[config.mk]
export PLATFORM = sky130hd
export DESIGN_NAME = piso_bit_serializer_flat
export DESIGN_NICKNAME = d
export VERILOG_FILES = /design/src/rtl/piso_bit_serializer_if.sv /design/src/rtl/piso_bit_serializer.sv /design/src/flat_wrapper.sv
export SDC_FILE = /design/constraint.sdc
export NUM_CORES = 1
export LEC_CHECK = 0
export ABC_AREA = 1
export CAP_MARGIN = 20
export CORE_AREA = 4 4 44 46
export CTS_CLUSTER_SIZE = 16
export DETAILED_ROUTE_END_ITERATION = 8
export DIE_AREA = 0 0 48 50
export MAX_ROUTING_LAYER = met4
export PLACE_DENSITY = 0.76
export SLEW_MARGIN = 20
export SYNTH_ARGS = -nofsm -noshare
export SYNTH_HDL_FRONTEND = slang
export SYNTH_SLANG_ARGS = --single-unit
[constraint.sdc]
create_clock -name clk -period 1.71 [get_ports clk]
set_input_delay 0.4275 -clock clk [delete_from_list [all_inputs] [get_ports clk]]
set_output_delay 0.4275 -clock clk [all_outputs]
set_load 0.005 [all_outputs]
[src/rtl/piso_bit_serializer_if.sv]
// Load handshake and serial output bundle for piso_bit_serializer.
// The source drives the master modport; the serializer uses the slave modport.
interface piso_bit_serializer_if #(
    parameter int WIDTH = 8
);
    logic [WIDTH-1:0] load_data;
    logic             load_valid;
    logic             load_ready;
    logic             d_out;
    logic             d_out_valid;
    logic             frame_done;

    modport master (
        output load_data,
        output load_valid,
        input  load_ready,
        input  d_out,
        input  d_out_valid,
        input  frame_done
    );

    modport slave (
        input  load_data,
        input  load_valid,
        output load_ready,
        output d_out,
        output d_out_valid,
        output frame_done
    );
endinterface

[src/rtl/piso_bit_serializer.sv]
// Parallel-in/serial-out stage: one bit per clk, gapless back-to-back words.
// Optional macro PARITY_EN appends an even-parity bit to every frame.
module piso_bit_serializer #(
    parameter int WIDTH     = 8,
    parameter bit MSB_FIRST = 1'b1
) (
    input  logic                  clk,
    input  logic                  reset,
    piso_bit_serializer_if.slave  bus
);

`ifdef PARITY_EN
    localparam int LAST = WIDTH;
`else
    localparam int LAST = WIDTH - 1;
`endif
    localparam int CNT_W = $clog2(LAST + 1);
    localparam logic [CNT_W-1:0] LAST_CNT = CNT_W'(LAST);

    typedef enum logic {
        IDLE,
        SHIFT
    } state_t;

    state_t           state_q, state_d;
    logic [WIDTH-1:0] sreg_q, sreg_d;
    logic [CNT_W-1:0] cnt_q, cnt_d;
    logic             d_out_q, d_out_d;
    logic             d_out_valid_q, d_out_valid_d;
    logic             frame_done_q, frame_done_d;
    logic             load_ready_q, load_ready_d;
`ifdef PARITY_EN
    logic             parity_q, parity_d;
`endif
    logic             accept;
    logic             last;
    logic             head;

    // Outputs are computed from the next state so they leave the flops directly.
    always_comb begin
        accept  = bus.load_valid && load_ready_q;
        last    = (state_q == SHIFT) && (cnt_q == LAST_CNT);
        state_d = state_q;
        sreg_d  = sreg_q;
        cnt_d   = cnt_q;
`ifdef PARITY_EN
        parity_d = parity_q;
`endif
        if (accept) begin
            state_d = SHIFT;
            sreg_d  = bus.load_data;
            cnt_d   = '0;
`ifdef PARITY_EN
            parity_d = ^bus.load_data;
`endif
        end else if (state_q == SHIFT) begin
            if (last) begin
                state_d = IDLE;
                sreg_d  = '0;
                cnt_d   = '0;
            end else begin
                sreg_d = MSB_FIRST ? {sreg_q[WIDTH-2:0], 1'b0}
                                   : {1'b0, sreg_q[WIDTH-1:1]};
                cnt_d  = cnt_q + 1'b1;
            end
        end

        head = MSB_FIRST ? sreg_d[WIDTH-1] : sreg_d[0];
`ifdef PARITY_EN
        if (cnt_d == CNT_W'(WIDTH)) begin
            head = parity_d;
        end
`endif
        d_out_valid_d = (state_d == SHIFT);
        d_out_d       = d_out_valid_d && head;
        frame_done_d  = d_out_valid_d && (cnt_d == LAST_CNT);
        load_ready_d  = !d_out_valid_d || frame_done_d;
    end

    always_ff @(posedge clk) begin
        if (reset) begin
            state_q       <= IDLE;
            sreg_q        <= '0;
            cnt_q         <= '0;
            d_out_q       <= 1'b0;
            d_out_valid_q <= 1'b0;
            frame_done_q  <= 1'b0;
            load_ready_q  <= 1'b1;
`ifdef PARITY_EN
            parity_q      <= 1'b0;
`endif
        end else begin
            state_q       <= state_d;
            sreg_q        <= sreg_d;
            cnt_q         <= cnt_d;
            d_out_q       <= d_out_d;
            d_out_valid_q <= d_out_valid_d;
            frame_done_q  <= frame_done_d;
            load_ready_q  <= load_ready_d;
`ifdef PARITY_EN
            parity_q      <= parity_d;
`endif
        end
    end

    assign bus.d_out       = d_out_q;
    assign bus.d_out_valid = d_out_valid_q;
    assign bus.frame_done  = frame_done_q;
    assign bus.load_ready  = load_ready_q;

endmodule
[src/flat_wrapper.sv]
// flat-port wrapper written by rule: the top's interface ports become plain ports
module piso_bit_serializer_flat 
#(
    parameter int WIDTH     = 8,
    parameter bit MSB_FIRST = 1'b1
)
  (clk, reset, bus_load_data, bus_load_valid, bus_load_ready, bus_d_out, bus_d_out_valid, bus_frame_done);
  piso_bit_serializer_if #(.WIDTH(WIDTH)) bus_i ();
  input  logic clk;
  input  logic reset;
  input wire logic [$bits(bus_i.load_data)-1:0] bus_load_data;
  input wire logic [$bits(bus_i.load_valid)-1:0] bus_load_valid;
  output wire logic [$bits(bus_i.load_ready)-1:0] bus_load_ready;
  output wire logic [$bits(bus_i.d_out)-1:0] bus_d_out;
  output wire logic [$bits(bus_i.d_out_valid)-1:0] bus_d_out_valid;
  output wire logic [$bits(bus_i.frame_done)-1:0] bus_frame_done;
  assign bus_i.load_data = bus_load_data;
  assign bus_i.load_valid = bus_load_valid;
  assign bus_load_ready = bus_i.load_ready;
  assign bus_d_out = bus_i.d_out;
  assign bus_d_out_valid = bus_i.d_out_valid;
  assign bus_frame_done = bus_i.frame_done;
  piso_bit_serializer #(.WIDTH(WIDTH), .MSB_FIRST(MSB_FIRST)) u_core (.clk(clk), .reset(reset), .bus(bus_i));
endmodule
==> reports/results.ini, run 1 <==
[clock_network]
cts_buffers=3
postCtsSetupBuffers=0
cts_buffer_depth=2
hold_buffers=0
clock_sinks=15
htreeDepth=1
cts-resized-gates=0
cts_tree=built
cts-root-buf=clkbuf_4
clk_pin_slew_worst_paths_ns=0.09
clk_latency_ns=0.29

[synthesis]
ys_seq_elements=15
synthesis.area_sq_um=706.9
yosysWarnings=0
synth_fp_nets=110
yosysMostFrequentCell=nand2_1
synthArstFlopShare=0
synth_top_area_cell=dfxtp_1
synthCells=97
synthTopCellsByCount=nand2_1 (37), dfxtp_1 (15), inv_1 (8)
ys_types=20
yosys-top-cells-area=dfxtp_1 (42%), nand2_1 (20%), inv_1 (4.2%)
synthFlopType=dfxtp_1
synth_top_area_share=0.4248
synth_edf_count=0
synth_seq_area_share=0.4248
syn_area_per_cell_sq_um=7.288

[worst_hold_path]
min_path_type=flip-flop to flip-flop
hold_path_depth=2

[final_layout]
drive_gt1_frac=0.2000
syn_to_final_growth_pct=26.55
post-route-util=0.5939
n_antenna_cell=0
fin_nets=129
fin_area_sq_um=894.6

[power]
power_mw=0.7155
seqPwrFrac=0.539
cellInternalPower_mw=0.5238
vdd_drop_max_uv=609.4
switching_share=0.2680
p_clk_frac=0.281
cellLeakagePower_nw=0.4035
combPwrFrac=0.180
pwr_density_cell_mw_per_mm2=799.8
p_sw_mw=0.1917

[global_routing]
grt_use_total=0.1462
grt_max_degree=17
grt_overflow=0
grt_pass1_wl_um=2428
grt_antenna_before_repair=0
grt_pass1_vias=563

[floorplan]
die_area_sq_mm=0.002400
core_sq_mm=0.001506
die_h_um=50
die_w_um=48
io_pins=15
placementRows=14
start_util=0.4693

[placement]
placed_area_sq_um=867.1
place_congestion=0.7958
post-dp-hpwl_um=1095
pre_cts_slack_ns=0.01498
port_buffers=14

[timing]
relSlewSlack=0.8271
fin_skew_ns=0.006165
rsz0062_at_grt=no
setup_ws_ns=0.1017
min_period_ns=1.608
fin_crit_sh=0.9405
setup_viol=0
max_freq_mhz=621.8
hold_viol=0
setup-tns-final_ns=0
finalMaxSlewViolations=0
worstMarginPinSlew_ns=0.2584

[setup_path]
cp-start-kind=flip-flop
crit_path_max_fanout=6
slowest_stage=clkdlybuf4s50_1
path_cells=clkdlybuf4s50_1
crit_cells=1
path_buf_inv=1
critical_path_required_ns=1.28
slowest_delay_ns=0.51
crit_type=flip-flop to output port
worstPathArrival_ns=1.18
worstSetupEndpointType=output port
path_delay_family=buffers and inverters
r2r_cells=8

[detailed_routing]
wl_per_cell_um=10.95
antenna_left=0
via_per_inst=4.809
drc=0
num_vias=630
drt_iter0_drc=13
routed_wl_um=1434
first_pass_iters=4

[status]
outcome=finished, final reports clean

[job]
max_cap_viol_count=0

==> final cells by class <==
cell class	instances	area, sq um
clock buffers	4	26.28
fillers	128	611.8
flip-flops and latches	15	301.5
multi-input cells	70	354.1
well taps	16	20.02
repair buffers	16	155.1
inverters	10	37.54
==> flip-flops by register name, summed over array words and instances (netlist names) <==
signal and cells:
u_core.sreg_q 8, u_core.cnt_q 3, u_core.bus.d_out 1, u_core.bus.frame_done 1
u_core.bus.load_ready 1, u_core.state_q 1
==> cells in the final DEF (no fill, tap or decap) <==
cell type / count
a21oi_1: 3
a21oi_2: 3
and2_1: 1
buf_4: 2
clkbuf_1: 1
clkbuf_4: 3
clkdlybuf4s50_1: 14
dfxtp_1: 14
dfxtp_2: 1
ha_1: 2
inv_1: 8
inv_2: 2
nand2_1: 37
nand2_2: 3
nand3_1: 5
nand3_2: 1
nor2_1: 6
nor2_2: 1
nor2_4: 1
nor3_2: 1
o21ai_0: 1
o21ai_2: 1
or2_2: 4
==> kinds of logic (layout without fill, tap and decap cells) <==
family,after synthesis,in the layout,synth area share
flops,15,15,0.4248
simple gates,60,60,0.3876
compound gates,8,8,0.07787
buf+inv,12,30,0.07434
fa+ha+maj,2,2,0.03539
==> per-layer routing <==
layer	routed length, um	up-vias	global-route usage
met5	0	-	-
met4	46	0	0.09417
met3	72	5	0.03273
met2	682	18	0.2048
met1	633	271	0.1816
li1	-	336	-
==> per-stage QoR <==
stage	hold WS [ns]	cells
2_1_floorplan	0.4391	97
3_3_place_gp	0.4548	127
3_5_place_dp	0.4555	127
4_1_cts	0.4688	131
5_1_grt	0.4987	131
6_report	0.4698	131
==> final timing paths <==
check | start | to | slack, ns
min | u_core.sreg_q[0] | u_core.sreg_q[0] | 0.47
min reg2reg | u_core.sreg_q[0] | u_core.sreg_q[0] | 0.47
max | u_core.state_q | bus_d_out_valid | 0.10
max reg2reg | u_core.cnt_q[0] | u_core.bus.load_ready | 0.30
==> power groups by stage <==
stage / Clock (mW) / Combinational [mW] / Sequential, mW
2_1_floorplan: 0 / 0.0819 / 0.390
3_3_place_gp: 0 / 0.127 / 0.392
6_report: 0.201 / 0.129 / 0.385
5_1_grt: 0.220 / 0.146 / 0.388
3_5_place_dp: 0 / 0.129 / 0.393
4_1_cts: 0.205 / 0.130 / 0.385
Power figures use the tool's default switching activity.
==> inputs of run 2 (changes only) <==
CORE_AREA = 4 4 59 61   (was 4 4 44 46)
DIE_AREA = 0 0 63 65   (was 0 0 48 50)
HOLD_SLACK_MARGIN = 0.06   (was default)
PLACE_DENSITY = 0.47   (was 0.76)
==> reports/results.ini, run 2 (synthesis results as in run 1) <==
[timing]
timing.hold.ws_ns=0.4680
setup_viol=0
finalMaxSlewViolations=0
relSlewSlack=0.8365
worstMarginPinSlew_ns=0.2444
fin_skew_ns=0.003557
min_period_ns=1.611
rsz0062_at_grt=no
max_freq_mhz=620.7
fin_crit_sh=0.9422
hold_viol=0
setup-tns-final_ns=0

[floorplan]
core_sq_mm=0.002978
placementRows=20
io_pins=15
die_area_sq_mm=0.004095
die_h_um=65
start_util=0.2374
die_w_um=63

[clock_network]
clock_sinks=15
clk_latency_ns=0.28
cts-root-buf=clkbuf_4
cts_tree=built
cts_buffer_depth=2
cts_buffers=3
clk_pin_slew_worst_paths_ns=0.09
postCtsSetupBuffers=0
htreeDepth=1

[final_layout]
regMostFlops=u_core.sreg_q
largest_registers=u_core.sreg_q (8), u_core.cnt_q (3)
layout_common_cells=nand2_1 (37), clkdlybuf4s50_1 (14), dfxtp_1 (14)
n_antenna_cell=0
final_common_cell=nand2_1
largest_reg_flops=8
post-route-util=0.3101
drive_gt1_frac=0.2069
fillCellCount=322
syn_to_final_growth_pct=30.62
fin_nets=130

[detailed_routing]
via_per_inst=4.221
routed_wl_um=1477
antenna_left=0
drt_iter0_drc=4
wl_per_cell_um=9.913
num_vias=629
drc=0
first_pass_iters=4

[power]
cellLeakagePower_nw=0.4081
p_sw_mw=0.1919
p_clk_frac=0.278
pwr_density_cell_mw_per_mm2=777.0
vdd_drop_max_uv=336.4
seqPwrFrac=0.536
power_mw=0.7175
cellInternalPower_mw=0.5256
combPwrFrac=0.186
switching_share=0.2674

[job]
max_cap_viol_count=0

[setup_path]
cp-start-kind=flip-flop
path_cells=clkdlybuf4s50_1
path_delay_family=buffers and inverters
worstPathArrival_ns=1.18
worstSetupEndpointType=output port
path_buf_inv=1
slowest_delay_ns=0.51
critical_path_required_ns=1.28
slowest_stage=clkdlybuf4s50_1
crit_type=flip-flop to output port
regToRegSetupSlack_ns=0.32
crit_path_max_fanout=6

[global_routing]
grt_max_degree=15
grt_overflow=0
grt_use_total=0.08604
grt_pass1_wl_um=2684
grt_antenna_before_repair=0
grt_pass1_vias=646

[placement]
port_buffers=14
place_congestion=0.7595
post-dp-hpwl_um=1162

[worst_hold_path]
min_path_type=flip-flop to flip-flop

[status]
outcome=finished, final reports clean

-- run 2: power groups by stage --
| stage | combinational, mW | clock [mW] | sequential, mW |
|---|---|---|---|
| finish | 0.133 | 0.200 | 0.385 |
| global route | 0.150 | 0.224 | 0.388 |
| CTS | 0.136 | 0.211 | 0.385 |
| detailed placement | 0.135 | 0 | 0.393 |
| global placement | 0.133 | 0 | 0.393 |
| floorplan | 0.0819 | 0 | 0.390 |
-- run 2: through the flow --
stage	setup WS, ns	std cells	instance area [sq um]
after CTS	0.07600	149	923.4
after floorplan	0.4616	97	706.9
after global placement	0.05705	145	895.9
final	0.09888	149	923.4
after global routing	0.03937	149	923.4
after detailed placement	0.05259	145	895.9
-- run 2: metal layers --
layer | share of wire | GRT usage | routed length [um] | up-vias
met4 | 0.0061 | 0.04408 | 9 | 0
li1 | - | - | - | 336
met5 | 0 | - | 0 | -
met3 | 0.040 | 0.02426 | 59 | 2
met1 | 0.50 | 0.1041 | 738 | 275
met2 | 0.45 | 0.1304 | 669 | 16
-- run 2: worst paths after layout --
check	from	endpoint	cells after the start
setup / recovery	u_core.state_q	bus_d_out_valid	1
hold / removal	u_core.sreg_q[0]	u_core.sreg_q[0]	2
setup reg to reg	u_core.cnt_q[0]	u_core.bus.frame_done	7
hold reg to reg	u_core.sreg_q[0]	u_core.sreg_q[0]	2
-- run 2: cell type report --
type / count / area, sq um / share of cell area
Tap cell: 33 / 41.29 / 0.04472
Multi-Input combinational cell: 70 / 354.1 / 0.3835
Clock buffer: 4 / 26.28 / 0.02846
Inverter: 10 / 37.54 / 0.04065
Timing Repair Buffer: 17 / 162.7 / 0.1762
Sequential cell: 15 / 301.5 / 0.3266
-- run 2: what timing repair did --
item                                    in CTS  in global routing
resized for setup                            1                  0
hold buffers                                 0                  0
endpoints found under the setup margin       1                  0
